**src/rtl/step_phase_sequencer.sv**
```systemverilog
// Stepper motor phase sequencer: divides the system clock down to a step rate and
// walks an 8-entry half-step table, driving coils, a step strobe and a position count.
module step_phase_sequencer #(
    parameter int                CNT_W              = 24,
    parameter int                POS_W              = 16,
    parameter logic [CNT_W-1:0]  RESET_MAX          = 24'h16e360,
    parameter bit                HOLD_WHEN_DISABLED = 1'b1
) (
    input  logic             clk,
    input  logic             rst,
    input  logic             enable,
    input  logic             dir,
    input  logic             full_step,
    input  logic [CNT_W-1:0] max_count,
    output logic [3:0]       coils,
    output logic             step_pulse,
    output logic [2:0]       phase_idx,
    output logic [POS_W-1:0] position
);

    logic [CNT_W-1:0] div_cnt;
    logic [CNT_W-1:0] period_q;
    logic             terminal;
    logic             tick;
    logic [2:0]       step_size;
    logic [2:0]       next_phase;

    function automatic logic [3:0] phase_pattern(input logic [2:0] idx);
        case (idx)
            3'd0:    phase_pattern = 4'b1000;
            3'd1:    phase_pattern = 4'b1100;
            3'd2:    phase_pattern = 4'b0100;
            3'd3:    phase_pattern = 4'b0110;
            3'd4:    phase_pattern = 4'b0010;
            3'd5:    phase_pattern = 4'b0011;
            3'd6:    phase_pattern = 4'b0001;
            default: phase_pattern = 4'b1001;
        endcase
    endfunction

    // Periods of 0 or 1 collapse to a tick every cycle; the <= 1 guard also keeps
    // period_q-1 from underflowing.  Full step from an even index realigns by one.
    always_comb begin
        terminal   = (period_q <= CNT_W'(1)) || (div_cnt >= period_q - CNT_W'(1));
        tick       = enable && terminal;
        step_size  = (full_step && phase_idx[0]) ? 3'd2 : 3'd1;
        next_phase = dir ? (phase_idx + step_size) : (phase_idx - step_size);
    end

    always_ff @(posedge clk or posedge rst) begin
        if (rst) begin
            div_cnt    <= '0;
            period_q   <= RESET_MAX;
            phase_idx  <= 3'd0;
            coils      <= 4'b0000;
            step_pulse <= 1'b0;
            position   <= '0;
        end else begin
            step_pulse <= tick;
            if (!enable) begin
                // While stopped the period tracks max_count so a restart uses the newest speed.
                div_cnt  <= '0;
                period_q <= max_count;
                if (!HOLD_WHEN_DISABLED) begin
                    coils <= 4'b0000;
                end
            end else if (tick) begin
                div_cnt   <= '0;
                period_q  <= max_count;
                phase_idx <= next_phase;
                position  <= dir ? (position + POS_W'(1)) : (position - POS_W'(1));
                coils     <= phase_pattern(next_phase);
            end else begin
                div_cnt <= div_cnt + CNT_W'(1);
                coils   <= phase_pattern(phase_idx);
            end
        end
    end

endmodule

```
**config.mk**
```make
export PLATFORM = sky130hd
export DESIGN_NAME = step_phase_sequencer
export DESIGN_NICKNAME = d
export VERILOG_FILES = /design/src/rtl/step_phase_sequencer.sv
export SDC_FILE = /design/constraint.sdc
export NUM_CORES = 1
export LEC_CHECK = 0
export CAP_MARGIN = 15
export CORE_MARGIN = 3
export CORE_UTILIZATION = 40
export CTS_BUF_LIST = sky130_fd_sc_hd__clkbuf_4 sky130_fd_sc_hd__clkbuf_8
export CTS_CLUSTER_DIAMETER = 60
export CTS_CLUSTER_SIZE = 40
export DETAILED_ROUTE_END_ITERATION = 6
export PLACE_DENSITY = 0.61
export SLEW_MARGIN = 20
export SYNTH_ARGS = -nofsm -noshare
export SYNTH_HDL_FRONTEND = slang
export SYNTH_SLANG_ARGS = --single-unit
```
**constraint.sdc**
```tcl
create_clock -name clk -period 4.4 [get_ports clk]
set_clock_uncertainty 0.15 [all_clocks]
set_input_delay 0.44 -clock clk [delete_from_list [all_inputs] [get_ports clk]]
set_output_delay 0.44 -clock clk [all_outputs]
set_load 0.02 [all_outputs]
```
Word level (Yosys, flattened, before mapping)
Index checks and enable logic that the tools add are counted.
{"block": "classes", "mux": 10, "n_eq_ne": 13, "reduce_logical": 6, "addsub": 6, "order_cmp": 2}
{"operator": "2-to-1 mux 24 bit", "n": 4}
{"operator": "case mux 4 bit (7 select lines)", "n": 2}
{"operator": "adder 24 x 1 -> 24 bit, second input constant", "n": 1}
{"operator": "greater-or-equal comparator 24 bit", "n": 1}
{"operator": "<= comparator 24 x 1 -> 1 bit, second input constant", "n": 1}
{"operator": "subtractor 24 x 1 -> 24 bit, second input constant", "n": 1}
{"operator": "equality test 3 bit, second input constant", "n": 6}
{"operator": "adder 16 x 1 -> 16 bit, second input constant", "n": 1}
{"operator": "2-to-1 mux 16 bit", "n": 1}
{"operator": "subtractor 16 x 1 -> 16 bit, second input constant", "n": 1}
{"operator": "equality test 3 x 2 -> 1 bit, second input constant", "n": 4}
{"operator": "equality test 3 x 1 -> 1 bit, second input constant", "n": 2}
{"operator": "logical NOT 3 bit", "n": 2}
{"operator": "2-to-1 mux 4 bit", "n": 1}
{"operator": "adder 3 x 2 -> 3 bit", "n": 1}
{"operator": "2-to-1 mux 3 bit", "n": 1}
{"operator": "subtractor 3 x 2 -> 3 bit", "n": 1}
{"operator": "logical AND 1 bit", "n": 2}
{"operator": "2-to-1 mux 2 bit", "n": 1}
{"operator": "inequality test 2 x 1 -> 1 bit, second input constant", "n": 1}
{"operator": "AND reduction 2 bit", "n": 1}
{"operator": "logical OR 1 bit", "n": 1}
{"block": "totals", "in_bits": 29, "register_bits": 72}

Logic depth before layout (Yosys ltp)
Gate-level depths: netlist of the first run.
{"block": "depth", "ltp_word": 7, "depth_mapped": 16}

Worst setup path before layout of the first run
No wires, ideal clock.
{"block": "synth_timing", "path_kind": "reg2reg", "from": "reg period_q[2]", "to": "reg coils[2]", "arrival_time_ns": 3.684, "stages_incl_launch_ff": 14, "t_required_ns": 4.168, "setup_slack_ns": 0.484, "path_cell_list": "dfrtp_1 -> or3_1 -> nor3_1 -> nand2_1 -> nor3_1 -> xnor2_1 -> ha_1 -> a21oi_1 -> o21ai_0 -> a221o_1 -> a221oi_2 -> a21boi_1 -> or4_1 -> a31oi_1"}
{"block": "synth_between", "elab_chain_len": 5}
{"element": "from (decl)", "line": "22", "text": "logic [CNT_W-1:0] period_q;"}
{"element": "from (signal assigned)", "line": "63", "text": "period_q <= max_count;"}
{"element": "from (signal assigned)", "line": "69", "text": "period_q <= max_count;"}
{"element": "subtractor 24 x 1 -> 24 bit", "line": "44", "text": "terminal = (period_q <= CNT_W'(1)) || (div_cnt >= period_q - CNT_W'(1));"}
{"element": "greater-or-equal comparator 24 bit", "line": "44"}
{"element": "logical OR 1 bit (*)", "line": "44"}
{"element": "logical AND 1 bit (*)", "line": "45", "text": "tick = enable && terminal;"}
{"element": "2-to-1 mux 4 bit (*)", "line": "67", "text": "end else if (tick) begin"}
{"element": "to (signal assigned)", "line": "72", "text": "coils <= phase_pattern(next_phase);"}
{"element": "to (signal assigned)", "line": "75", "text": "coils <= phase_pattern(phase_idx);"}
{"element": "to (decl)", "line": "15", "text": "output logic [3:0] coils,"}
Every way passes the cells marked *; elsewhere a longest branch is shown, timed or not.
A chain may end at the register's enable or synchronous reset.

Final worst setup path of the first run
Same ends and word-level chain as after synthesis.

==> results of run 1 <==
## cell usage in the layout (no fill, tap or decap), types with 2 or more instances in the layout
| cell | synthesis | final |
|---|---|---|
| and2_1 | 3 | 3 |
| o21bai_1 | 2 | 2 |
| nor2_1 | 56 | 56 |
| or2_2 | 3 | 3 |
| dfstp_2 | 10 | 10 |
| xnor2_1 | 36 | 36 |
| clkinv_2 | 0 | 3 |
| mux2_1 | 4 | 4 |
| nand2b_1 | 3 | 3 |
| o21ai_0 | 12 | 12 |
| nor4_1 | 9 | 8 |
| a21o_1 | 9 | 9 |
| dfrtp_1 | 62 | 62 |
| or3_1 | 4 | 4 |
| clkbuf_8 | 0 | 11 |
| inv_1 | 14 | 13 |
| ha_1 | 42 | 42 |
| nand2_1 | 27 | 27 |
| and4_1 | 5 | 5 |
| a21oi_1 | 18 | 18 |
| mux2_4 | 10 | 10 |
| a31oi_1 | 4 | 4 |
| o211ai_1 | 2 | 2 |
| nor3_1 | 15 | 15 |
| nand4_1 | 6 | 6 |
| clkdlybuf4s50_1 | 0 | 52 |
| fa_1 | 2 | 2 |
| buf_4 | 0 | 8 |
| nand3_1 | 19 | 18 |
| xor2_1 | 24 | 24 |
| mux2_2 | 25 | 25 |
| a211oi_1 | 4 | 4 |
| o31ai_1 | 4 | 4 |
## path summary, 6_finish.rpt
check	end	slack, ps	cells after the start	startpoint
max in group asynchronous	period_q[17]	2850	3	rst
hold reg to reg	position[15]	330	1	position[15]
setup reg to reg	coils[2]	340	13	period_q[2]
min in group asynchronous	period_q[7]	420	2	rst
setup / recovery	coils[2]	340	13	period_q[2]
hold / removal	position[15]	330	1	position[15]
## cells by family after synthesis
family,after synthesis
AOI/OAI and AO/OA,69
xor gates and xnor gates,60
adders and majority gates,44
buffers and inverters,23
DFF,72
muxes,40
and+or+nand+nor,157
## cell usage after synthesis (4+ instances only)
cell type and number:
a211oi_1 4, a21o_1 9, a21oi_1 18, a31oi_1 4, and4_1 5, buf_2 5
dfrtp_1 62, dfstp_2 10, ha_1 42, inv_1 14, mux2_1 4, mux2_2 25
mux2_4 10, nand2_1 27, nand3_1 19, nand4_1 6, nor2_1 56, nor3_1 15
nor4_1 9, o21ai_0 12, o31ai_1 4, or3_1 4, xnor2_1 36, xor2_1 24
## metrics by stage
stage / worst slack [ps] / utilization / hold WS (ps)
6_report: 337 / 0.493 / 329
5_1_grt: 45.9 / 0.493 / 356
3_3_place_gp: 392 / 0.475 / 312
4_1_cts: 279 / 0.491 / 330
3_5_place_dp: 288 / 0.475 / 314
2_1_floorplan: 484 / - / 356
## flip-flops by register name, summed over array words and instances, names as in the netlist
signal and count:
coils 4, div_cnt 24, period_q 24, phase_idx 3, position 16, step_pulse 1
## per-layer routing
layer,GRT usage,up-vias,share of wire
met2,0.270,50,0.50
li1,-,1787,-
met3,0.0389,11,0.029
met4,0.0556,0,0.0095
met5,0,-,0
met1,0.207,1688,0.46
## final cells by class
cell class	count	area [um^2]
timing repair buffer	61	601
sequential	72	1810
multi-input combinational	370	2840
tap	143	179
fill	1090	5840
clock buffer	11	151
clock inverter	5	31.3
inverter	14	52.6
## power breakdown
group | switching (uW) | internal [uW]
Clock | 257 | 234
Sequential | 50.3 | 706
Combinational | 156 | 164
==> results.toml, run 1 <==
[pwr]
total_power_uw = 1570
p_leak_uw = 0.00242
worst_ir_drop_vdd_mv = 0.138
p_per_area_nw_per_um2 = 276

[worst_setup_path]
critPathSlowestCell = "or4_1"
cp_common_cell = "nor3_1"
startpoint_type = "flop"
worst-path-buf-inv = 0
cp_slowest_stage_delay_ps = 540
crit_type = "reg2reg"
cp_data_arrival_time_ps = 4190
cp_top_family = "simple AND/OR/NAND/NOR gates"
cp_max_fo = 6
required_ps = 4520
end_kind = "flop"
crit_chain = "or3_1 > nor3_1 > nand2_1 > nor3_1 > xnor2_1 > ha_1 > a21oi_1 > o21ai_0 > a221o_1 > a221oi_4 > a21boi_1 > or4_1 > a31oi_1"

[cells_and_area]
area_growth_syn_to_layout_pct = 19.4
antennaDiodeCount = 0
drive_above_1_share = 0.161
final_cells = 676
fin_nets = 601
final_area_um2 = 5670

[floorplanning]
core_region_area_um2 = 11500
initial_utilization = 0.412
ios = 53
die_x_um = 115
die_area_um2 = 13200
floorplan.rows = 39
dieHeight_um = 115

[global_route]
overflow = 0
grt_pass1_vias = 3602
grt_max_degree = 40
grt_pass1_wl_um = 17300
antenna_found_initial = 0
track_usage = 0.162

[detailed_routing]
via_per_inst = 5.23
drt_iter0_markers = 127
drc = 0
first_pass_iters = 4
drtAntennaViolNets = 0
wl_per_cell_um = 14.8
vias = 3536
wl_um = 10000

[logic_synthesis]
synth_top_area_share = 0.327
synthSimpleGateAreaFrac = 0.160
syn_area_um2 = 4750
syn_nets = 538
yosys_warnings = 0
synth.distinct_cells = 54
synthXorXnorAreaFrac = 0.111
synth_top_family_by_area = "simple AND/OR/NAND/NOR gates"
synth-seq-cells = 72
async_reset_ff_frac = 1.00
yosysSeqAreaShare = 0.382
syn_inst = 465
syn_avg_cell_area_um2 = 10.2
muxShareOfSynthArea = 0.102
synth_edf_count = 0
synth_compound_area_frac = 0.101
synth.top_cells.by_area = "dfrtp_1, ha_1, xnor2_1, mux2_2, dfstp_2"
yosys.area.top_type = "dfrtp_1"
synthFlopType = "dfrtp_1"
synth-adder-area-share = 0.119

[placement]
gp_congestion = 0.859
dpl_cell_area_um2 = 5470
hpwl_um = 7570
dp.cells = 660
port_buffers = 52

[flow_run]
maxCapViolCount = 0

[outcome]
status = "completed"

[sta]
period_share = 0.923
slew_headroom = 0.458
fin_setup_tns_ps = 0
hold_viol = 0
drv_slew = 0
clock.fmax_ghz = 0.246
final-setup-viol-count = 0
rsz0062_at_grt = "false"
min_period_ps = 4060
worst_pin_slew_ps = 811

[clock_network]
postCtsHoldBufs = 0
cts_resized = 0
clk_latency_ps = 350
htree_levels = 3
cts_buffers = 9
cts_tree = "done"
clock-sinks = 72
clock-root-buffer = "clkbuf_8"
post_cts.repair.setup_buffers = 0
clock_path_buffers = 2
cts.clk_slew.worst_paths_ps = 80

[min_path]
hold_class = "reg2reg"
Power figures use the tool's default switching activity.
==> run 2, diff against run 1 <==
--- a/config.mk
+++ b/config.mk
@@ -13,6 +13,7 @@
 export CTS_CLUSTER_SIZE = 40
 export DETAILED_ROUTE_END_ITERATION = 6
 export PLACE_DENSITY = 0.61
+export RECOVER_POWER = 25
 export SLEW_MARGIN = 20
 export SYNTH_ARGS = -nofsm -noshare
 export SYNTH_HDL_FRONTEND = slang
==> run 2 against run 1 <==
Effect of this change: the flow now finishes with violations (max-capacitance violations); design area barely moved; critical path depth did not move; routed wire length barely moved; critical path type unchanged; die area did not move; final cell count did not move; clock power barely moved.
==> results.toml, run 2 (synthesis gave the netlist of run 1 again) <==
[cells_and_area]
reg.largest.list = "div_cnt: 24 flops, period_q: 24 flops, position: 16 flops"
final_cells = 676
antennaDiodeCount = 0
drive_above_1_share = 0.158
multiInputGateArea_um2 = 2840
area_growth_syn_to_layout_pct = 19.3
mostFrequentLayoutCells = "dfrtp_1, nor2_1, clkdlybuf4s50_1"
fin_nets = 601
fillCellCount = 1092
layout_commonest_cell = "dfrtp_1"
final_area_um2 = 5670
regArea_um2 = 1810

[sta]
setup_ws_ps = 342
fin_setup_tns_ps = 0
slew_headroom = 0.0144
rsz0062_at_grt = "false"
clock.fmax_ghz = 0.246
hold_viol = 0
min_period_ps = 4060
drv_slew = 0
final-setup-viol-count = 0
period_share = 0.922
worst_pin_slew_ps = 1480
holdWs_ps = 329

[detailed_routing]
met2WireLength_um = 4930
drtAntennaViolNets = 0
wl_per_cell_um = 14.8
drc = 0
first_pass_iters = 4
via_per_inst = 5.24
route.met3.wl_um = 298
drt_iter0_markers = 127
routed.top_layer = "met4"
drt-met1-wl_um = 4640
wl_um = 10000
vias = 3540

[outcome]
violations = "max-capacitance violations"
status = "finished, violations left"

[floorplanning]
die_x_um = 115
initial_utilization = 0.412
die_area_um2 = 13200
core_region_area_um2 = 11500
dieHeight_um = 115
ios = 53
floorplan.rows = 39

[flow_run]
maxCapViolCount = 1

[clock_network]
clock-sinks = 72
htree_levels = 3
clock_path_buffers = 2
clk_latency_ps = 350
cts_tree = "done"
cts.clk_slew.worst_paths_ps = 80
cts_buffers = 9
clock-root-buffer = "clkbuf_8"
post_cts.repair.setup_buffers = 0

[pwr]
p_per_area_nw_per_um2 = 277
p_leak_uw = 0.00242
worst_ir_drop_vdd_mv = 0.138

[global_route]
grt_pass1_wl_um = 17300
grt_pass1_vias = 3602
overflow = 0
grt_max_degree = 40
antenna_found_initial = 0
track_usage = 0.162

[placement]
dpl_worst_slack_ps = 288
port_buffers = 52
dp.cells = 660
gp_congestion = 0.859
hpwl_um = 7570
dpl_cell_area_um2 = 5470

[min_path]
hold_class = "reg2reg"

[worst_setup_path]
crit_type = "reg2reg"
end_kind = "flop"
cp_data_arrival_time_ps = 4180
required_ps = 4530
cp_max_fo = 6
startpoint_type = "flop"
==> run 2: changes by cell type in the layout (fill, tap and decap cells not counted), sizes merged <==
cell | previous run | this run
buf | 9 | 8
clkbuf | 11 | 12
clkdlybuf4s50 | 52 | 51
dlygate4sd3 | 0 | 1
==> run 2: worst paths after layout <==
path	start	to	slack [ps]	depth (start not counted)
worst max-delay path	period_q[2]	coils[2]	340	13
worst min-delay path	position[15]	position[15]	330	1
worst max register to register	period_q[2]	coils[2]	340	13
worst min register to register	position[15]	position[15]	330	1
max in group asynchronous	rst	position[10]	1920	3
min in group asynchronous	rst	period_q[7]	810	2
==> run 2: worst max-delay path: stages, from the launching register on <==
cell      delay [ps]
dfrtp_1          440
or3_1            410
nor3_1           220
nand2_1          180
nor3_1           200
xnor2_1          150
ha_1             280
a21oi_1          160
o21ai_0          100
a221o_1          390
a221oi_4         390
a21boi_1         210
or4_1            540
a31oi_1          170
==> run 2: report_power, final <==
part / switching [uW] / internal (uW) / total [uW] / leakage (uW)
registers: 50.4 / 706 / 756 / 0.000902
clock network: 258 / 233 / 491 / 0.0000951
logic: 156 / 163 / 320 / 0.00142
==> run 2: cell type report <==
type                    instances  area share
well taps                     143      0.0316
inverters                      14     0.00927
clock inverters                 5     0.00552
clock buffers                  11      0.0267
repair buffers                 61       0.105
flip-flops and latches         72       0.320
multi-input cells             370       0.502
==> run 2: routing by layer <==
metal  vias up  track usage
met5         -            0
met2        48        0.270
met1      1690        0.207
met4         0       0.0556
met3        15       0.0389
li1       1787            -
==> run 2: stage by stage <==
stage	total power, uW	util
floorplan	980	-
global placement	1080	0.475
detailed placement	1090	0.475
CTS	1590	0.491
global route	1660	0.492
finish	1570	0.492
==> run 2: repair_timing <==
item / in CTS / in global routing
gates resized for setup: 0 / 2
hold buffers: 0 / 0
setup endpoints to repair: 0 / 1
==> run 3, diff against run 2 <==
--- a/config.mk
+++ b/config.mk
@@ -14,6 +14,7 @@
 export DETAILED_ROUTE_END_ITERATION = 6
 export PLACE_DENSITY = 0.61
 export RECOVER_POWER = 25
+export SKIP_CTS_REPAIR_TIMING = 1
 export SLEW_MARGIN = 20
 export SYNTH_ARGS = -nofsm -noshare
 export SYNTH_HDL_FRONTEND = slang
==> results of run 3 <==
The final DEF is identical to that of run 2; final timing and power are the same.
